[src/rtl/sum_acc_pkg.sv]
// Shared types and default widths for the burst sum accumulator.
package sum_acc_pkg;

  localparam int unsigned DATA_W_DEF = 32;
  localparam int unsigned CNT_W_DEF  = 8;

  typedef enum logic [1:0] {
    ST_IDLE  = 2'd0,
    ST_ACCUM = 2'd1,
    ST_DONE  = 2'd2
  } state_e;

  // Unsigned carry-out of a+b recovered from operand and sum MSBs.
  function automatic logic add_cout(input logic a_msb, input logic b_msb, input logic s_msb);
    return (a_msb & b_msb) | ((a_msb | b_msb) & ~s_msb);
  endfunction

endpackage

[src/rtl/brent_kung_adder.sv]
// Parallel-prefix (Brent-Kung) adder, no carry-in or carry-out.
module brent_kung_adder #(
  parameter int unsigned W = 32
) (
  input  logic [W-1:0] a,
  input  logic [W-1:0] b,
  output logic [W-1:0] sum
);

  localparam int unsigned LOG = $clog2(W);

  logic [W-1:0] p0;
  logic [W-1:0] gg;
  logic [W-1:0] pp;

  // Up-sweep builds group terms at power-of-two spans, down-sweep fills the gaps.
  always_comb begin
    p0 = a ^ b;
    gg = a & b;
    pp = p0;
    for (int l = 0; l < int'(LOG); l++) begin
      for (int i = 0; i < int'(W); i++) begin
        if (((i + 1) % (1 << (l + 1))) == 0) begin
          gg[i] = gg[i] | (pp[i] & gg[i - (1 << l)]);
          pp[i] = pp[i] & pp[i - (1 << l)];
        end
      end
    end
    for (int l = int'(LOG) - 2; l >= 0; l--) begin
      for (int i = 0; i < int'(W); i++) begin
        if ((i >= (1 << (l + 1))) && (((i + 1) % (1 << (l + 1))) == (1 << l))) begin
          gg[i] = gg[i] | (pp[i] & gg[i - (1 << l)]);
          pp[i] = pp[i] & pp[i - (1 << l)];
        end
      end
    end
    sum = p0 ^ {gg[W-2:0], 1'b0};
  end

endmodule

[src/rtl/sum_accumulator.sv]
// Burst accumulator: sums len words from a valid/ready stream and presents the
// total with a sticky unsigned-overflow flag.
module sum_accumulator
  import sum_acc_pkg::*;
#(
  parameter int unsigned DATA_W = DATA_W_DEF,
  parameter int unsigned CNT_W  = CNT_W_DEF
) (
  input  logic              clk,
  input  logic              rst_n,
  input  logic              start,
  input  logic [CNT_W-1:0]  len,
  input  logic              in_valid,
  output logic              in_ready,
  input  logic [DATA_W-1:0] in_data,
  output logic              out_valid,
  input  logic              out_ready,
  output logic [DATA_W-1:0] out_sum,
  output logic              out_carry,
  output logic              busy
);

  state_e            state_q, state_d;
  logic [DATA_W-1:0] acc_q, acc_d;
  logic              carry_q, carry_d;
  logic [CNT_W-1:0]  rem_q, rem_d;
  logic              in_ready_q, out_valid_q, busy_q;
  logic [DATA_W-1:0] add_sum;
  logic              add_co;

  brent_kung_adder #(.W(DATA_W)) u_adder (
    .a   (acc_q),
    .b   (in_data),
    .sum (add_sum)
  );

  assign add_co = add_cout(acc_q[DATA_W-1], in_data[DATA_W-1], add_sum[DATA_W-1]);

  // Next-state and datapath update.
  always_comb begin
    state_d = state_q;
    acc_d   = acc_q;
    carry_d = carry_q;
    rem_d   = rem_q;
    unique case (state_q)
      ST_IDLE: begin
        if (start) begin
          acc_d   = '0;
          carry_d = 1'b0;
          rem_d   = len;
          state_d = (len == '0) ? ST_DONE : ST_ACCUM;
        end
      end
      ST_ACCUM: begin
        if (in_valid) begin
          acc_d   = add_sum;
          carry_d = carry_q | add_co;
          rem_d   = rem_q - CNT_W'(1);
          if (rem_q == CNT_W'(1)) state_d = ST_DONE;
        end
      end
      ST_DONE: begin
        if (out_ready) state_d = ST_IDLE;
      end
      default: state_d = ST_IDLE;
    endcase
  end

  // Handshake/status flags are registered from the next state.
  always_ff @(posedge clk or negedge rst_n) begin
    if (!rst_n) begin
      state_q     <= ST_IDLE;
      acc_q       <= '0;
      carry_q     <= 1'b0;
      rem_q       <= '0;
      in_ready_q  <= 1'b0;
      out_valid_q <= 1'b0;
      busy_q      <= 1'b0;
    end else begin
      state_q     <= state_d;
      acc_q       <= acc_d;
      carry_q     <= carry_d;
      rem_q       <= rem_d;
      in_ready_q  <= (state_d == ST_ACCUM);
      out_valid_q <= (state_d == ST_DONE);
      busy_q      <= (state_d != ST_IDLE);
    end
  end

  assign in_ready  = in_ready_q;
  assign out_valid = out_valid_q;
  assign busy      = busy_q;
  assign out_sum   = acc_q;
  assign out_carry = carry_q;

endmodule

[config.mk]
export PLATFORM = sky130hd
export DESIGN_NAME = sum_accumulator
export DESIGN_NICKNAME = d
export VERILOG_FILES = /design/src/rtl/sum_acc_pkg.sv /design/src/rtl/brent_kung_adder.sv /design/src/rtl/sum_accumulator.sv
export SDC_FILE = /design/constraint.sdc
export NUM_CORES = 1
export LEC_CHECK = 0
export CORE_MARGIN = 1.5
export CORE_UTILIZATION = 52
export CTS_BUF_LIST = sky130_fd_sc_hd__clkbuf_8
export DETAILED_ROUTE_END_ITERATION = 12
export GPL_TIMING_DRIVEN = 1
export PLACE_DENSITY = 0.91
export SLEW_MARGIN = 10
export SYNTH_ARGS = -nofsm -noshare
export SYNTH_HDL_FRONTEND = slang
export SYNTH_SLANG_ARGS = --single-unit
[constraint.sdc]
create_clock -name clk -period 4.55 [get_ports clk]
set_clock_uncertainty 0.2 [all_clocks]
set_input_delay 1.1375 -clock clk [delete_from_list [all_inputs] [get_ports clk]]
set_output_delay 1.1375 -clock clk [all_outputs]
set_load 0.02 [all_outputs]
==> impl_metrics.env, run 1 <==
export IMPL_worstMarginPinSlew_ns=1.05
export IMPL_detail_route_wl_per_cell_um=15.5
export IMPL_report_final_slew_viol_count=0
export IMPL_viasPerCell=5.75
export IMPL_fp_row_count=29
export IMPL_end_kind="flip-flop"
export IMPL_grt_first_pass_wirelength_um=13600
export IMPL_syn_area_um2=3340
export IMPL_yosys_most_used_dff="dfrtp_1"
export IMPL_finalSetupViolCount=0
export IMPL_antenna_cells=0
export IMPL_syn_nets=454
export IMPL_clkSinkCount=46
export IMPL_arrival_ns=4.34
export IMPL_htreeDepth=2
export IMPL_antenna_found_initial=0
export IMPL_ys_async_sr_fraction=1.00
export IMPL_min_path_type="flip-flop to flip-flop"
export IMPL_synth_edff_count=0
export IMPL_hold_depth=2
export IMPL_port_buffers=80
export IMPL_die_area_um2=6920
export IMPL_ir_worst_vdd_mv=0.460
export IMPL_cts_tree="yes"
export IMPL_core_area_um2=6280
export IMPL_grt_pass1_vias=3017
export IMPL_initial_core_util=0.533
export IMPL_vias=2950
export IMPL_die_width_um=83.2
export IMPL_status="complete, no violations"
export IMPL_drtAntennaViolNets=0
export IMPL_min_period_over_period=0.951
export IMPL_yosys_warnings=0
export IMPL_numCtsBuffers=5
export IMPL_r2r_end="out_sum[31]"
export IMPL_grt_max_degree=63
export IMPL_power_density_nw_per_um2=684
export IMPL_yosys_cell_types_count=41
export IMPL_period_needed_ns=4.33
export IMPL_clock_latency_ns=0.31
export IMPL_syn_area_per_cell_um2=9.26
export IMPL_r2r_cells=12
export IMPL_critPathLaunch="in_data[0]"
export IMPL_grt_ovfl_total=0
export IMPL_io_pins=81
export IMPL_min_to="rem_q[5]"
export IMPL_slew_headroom=0.302
export IMPL_fillers=491
export IMPL_cts_root_buf="clkbuf_8"
export IMPL_worstSetupPathType="primary input to flip-flop"
export IMPL_ys_seq_elements=46
export IMPL_yosysSeqAreaShare=0.344
export IMPL_drc_errors=0
export IMPL_cts_setup_buffers=0
export IMPL_critical_path_required_ns=4.56
export IMPL_gp_congestion=0.884
export IMPL_cts_resized=0
export IMPL_placed_cell_area_um2=4190
export IMPL_wl_um=7930
export IMPL_hold_viol=0
export IMPL_critPathMaxFanout=2
export IMPL_grt_setup_unrepaired="no"
export IMPL_r2r_setup_slack_ns=1.17
export IMPL_cp_start_kind="primary input"
export IMPL_dieHeight_um=83.2
export IMPL_timing_rr_start="out_sum[0]"
export IMPL_final_util=0.689
export IMPL_final_cell_area_um2=4330
export IMPL_ctsHoldBuffers=0
export IMPL_drive_gt1_frac=0.0459
export IMPL_nets=528
export IMPL_drt_pass1_iter_count=4
export IMPL_globalRouteTotalUtil=0.241
export IMPL_p_leak_nw=1.96
export IMPL_syn_inst=361
export IMPL_layout_common_cells="clkdlybuf4s50_1, dfrtp_1, nand2_1"
export IMPL_holdCritStartpoint="rem_q[5]"
export IMPL_areaGrowthSynthToFinish_pct=29.4
export IMPL_post_dp_hpwl_um=5870
export IMPL_clkTransAtPathRegs_ns=0.10
export IMPL_cts_path_max_buffers=2
export IMPL_drt_iter0_drc=152
export IMPL_max_freq_mhz=231
export IMPL_drv_cap=0
export IMPL_final_common_cell="clkdlybuf4s50_1"
flip-flops by register name, summed over array words and instances (netlist names):
signal / count
out_sum: 32
rem_q: 8
state_q: 2
busy: 1
in_ready: 1
out_carry: 1
out_valid: 1
stage by stage:
step           power [mW]  setup WS (ns)  TNS, ns  hold WS, ns  std cells
5_1_grt              3.21         0.0251        0        0.360        513
6_report             2.96          0.225        0        0.321        513
3_5_place_dp         2.58        -0.0870   -0.107        0.302        505
4_1_cts              2.97          0.220        0        0.322        513
3_3_place_gp         2.48        0.00724        0        0.284        505
2_1_floorplan        1.97          0.562        0        0.263        361
final cells by class:
class | instances | area, um2 | share of cell area
Multi-Input combinational cell | 259 | 1970 | 0.456
Sequential cell | 46 | 1150 | 0.266
Timing Repair Buffer | 83 | 818 | 0.189
Inverter | 40 | 150 | 0.0347
Tap cell | 77 | 96.3 | 0.0223
Clock buffer | 5 | 68.8 | 0.0159
Clock inverter | 3 | 68.8 | 0.0159
power by group:
| group | internal [mW] | switching, mW |
|---|---|---|
| combinational | 0.807 | 0.981 |
| sequential | 0.605 | 0.194 |
| clock | 0.220 | 0.153 |
| total | 1.63 | 1.33 |
logic make-up after synthesis:
family                     share of synthesized area
DFF                                            0.344
xor gates and xnor gates                      0.0367
buffers and inverters                         0.0662
AOI/OAI and AO/OA                              0.204
and+or+nand+nor                                0.128
muxes                                        0.00299
adders and majority gates                      0.218
worst max-delay path: stages:
cell,delay [ns]
clkdlybuf4s50_1,0.48
ha_1,0.14
inv_1,0.04
fa_1,0.41
nand2b_1,0.19
a21o_1,0.19
a211oi_2,0.23
o31ai_1,0.12
a22oi_2,0.20
a31oi_1,0.13
fa_1,0.39
fa_1,0.43
o31ai_1,0.23
cells in the mapped netlist (2+ instances only):
| cell type | count | area share |
|---|---|---|
| or2_1 | 2 | 0.0037 |
| clkbuf_1 | 7 | 0.0079 |
| or3_1 | 2 | 0.0037 |
| a31oi_1 | 6 | 0.011 |
| o21ai_0 | 17 | 0.025 |
| xor2_1 | 13 | 0.034 |
| and3_1 | 2 | 0.0037 |
| a21oi_1 | 22 | 0.033 |
| o22ai_1 | 2 | 0.0037 |
| fa_1 | 17 | 0.10 |
| nor2_1 | 21 | 0.024 |
| nand2b_1 | 5 | 0.0094 |
| nand4_1 | 3 | 0.0056 |
| nor4_1 | 4 | 0.0075 |
| buf_2 | 9 | 0.013 |
| o31ai_1 | 31 | 0.070 |
| dfrtp_1 | 46 | 0.34 |
| o31a_1 | 2 | 0.0052 |
| and2_1 | 2 | 0.0037 |
| ha_1 | 31 | 0.12 |
| inv_1 | 40 | 0.045 |
| o211ai_1 | 3 | 0.0067 |
| a21o_1 | 10 | 0.022 |
| nor3_1 | 3 | 0.0045 |
| nand2_1 | 45 | 0.051 |
worst max path at each step:
stage / endpoint / slack [ns] / cells after the start
detailed placement: out_sum[31] / -0.09 / 13
global placement: out_sum[31] / 0.007 / 13
CTS: out_sum[31] / 0.22 / 13
floorplan: out_sum[31] / 0.56 / 12
global route: out_sum[31] / 0.03 / 13
finish: out_sum[31] / 0.22 / 13
per-layer routing:
layer | vias up | global-route usage | wire length, um
li1 | 1400 | - | -
met3 | 14 | 0.0348 | 352
met5 | - | 0 | 0
met1 | 1457 | 0.292 | 3260
met4 | 0 | 0.0773 | 172
met2 | 79 | 0.440 | 4150
Power figures use the tool's default switching activity.
==> run 2, diff against run 1 <==
ABC_CLOCK_PERIOD_IN_PS = 4550   (was not set)
==> results of run 2 <==
Final layout, timing and power as in run 1 (identical DEF).
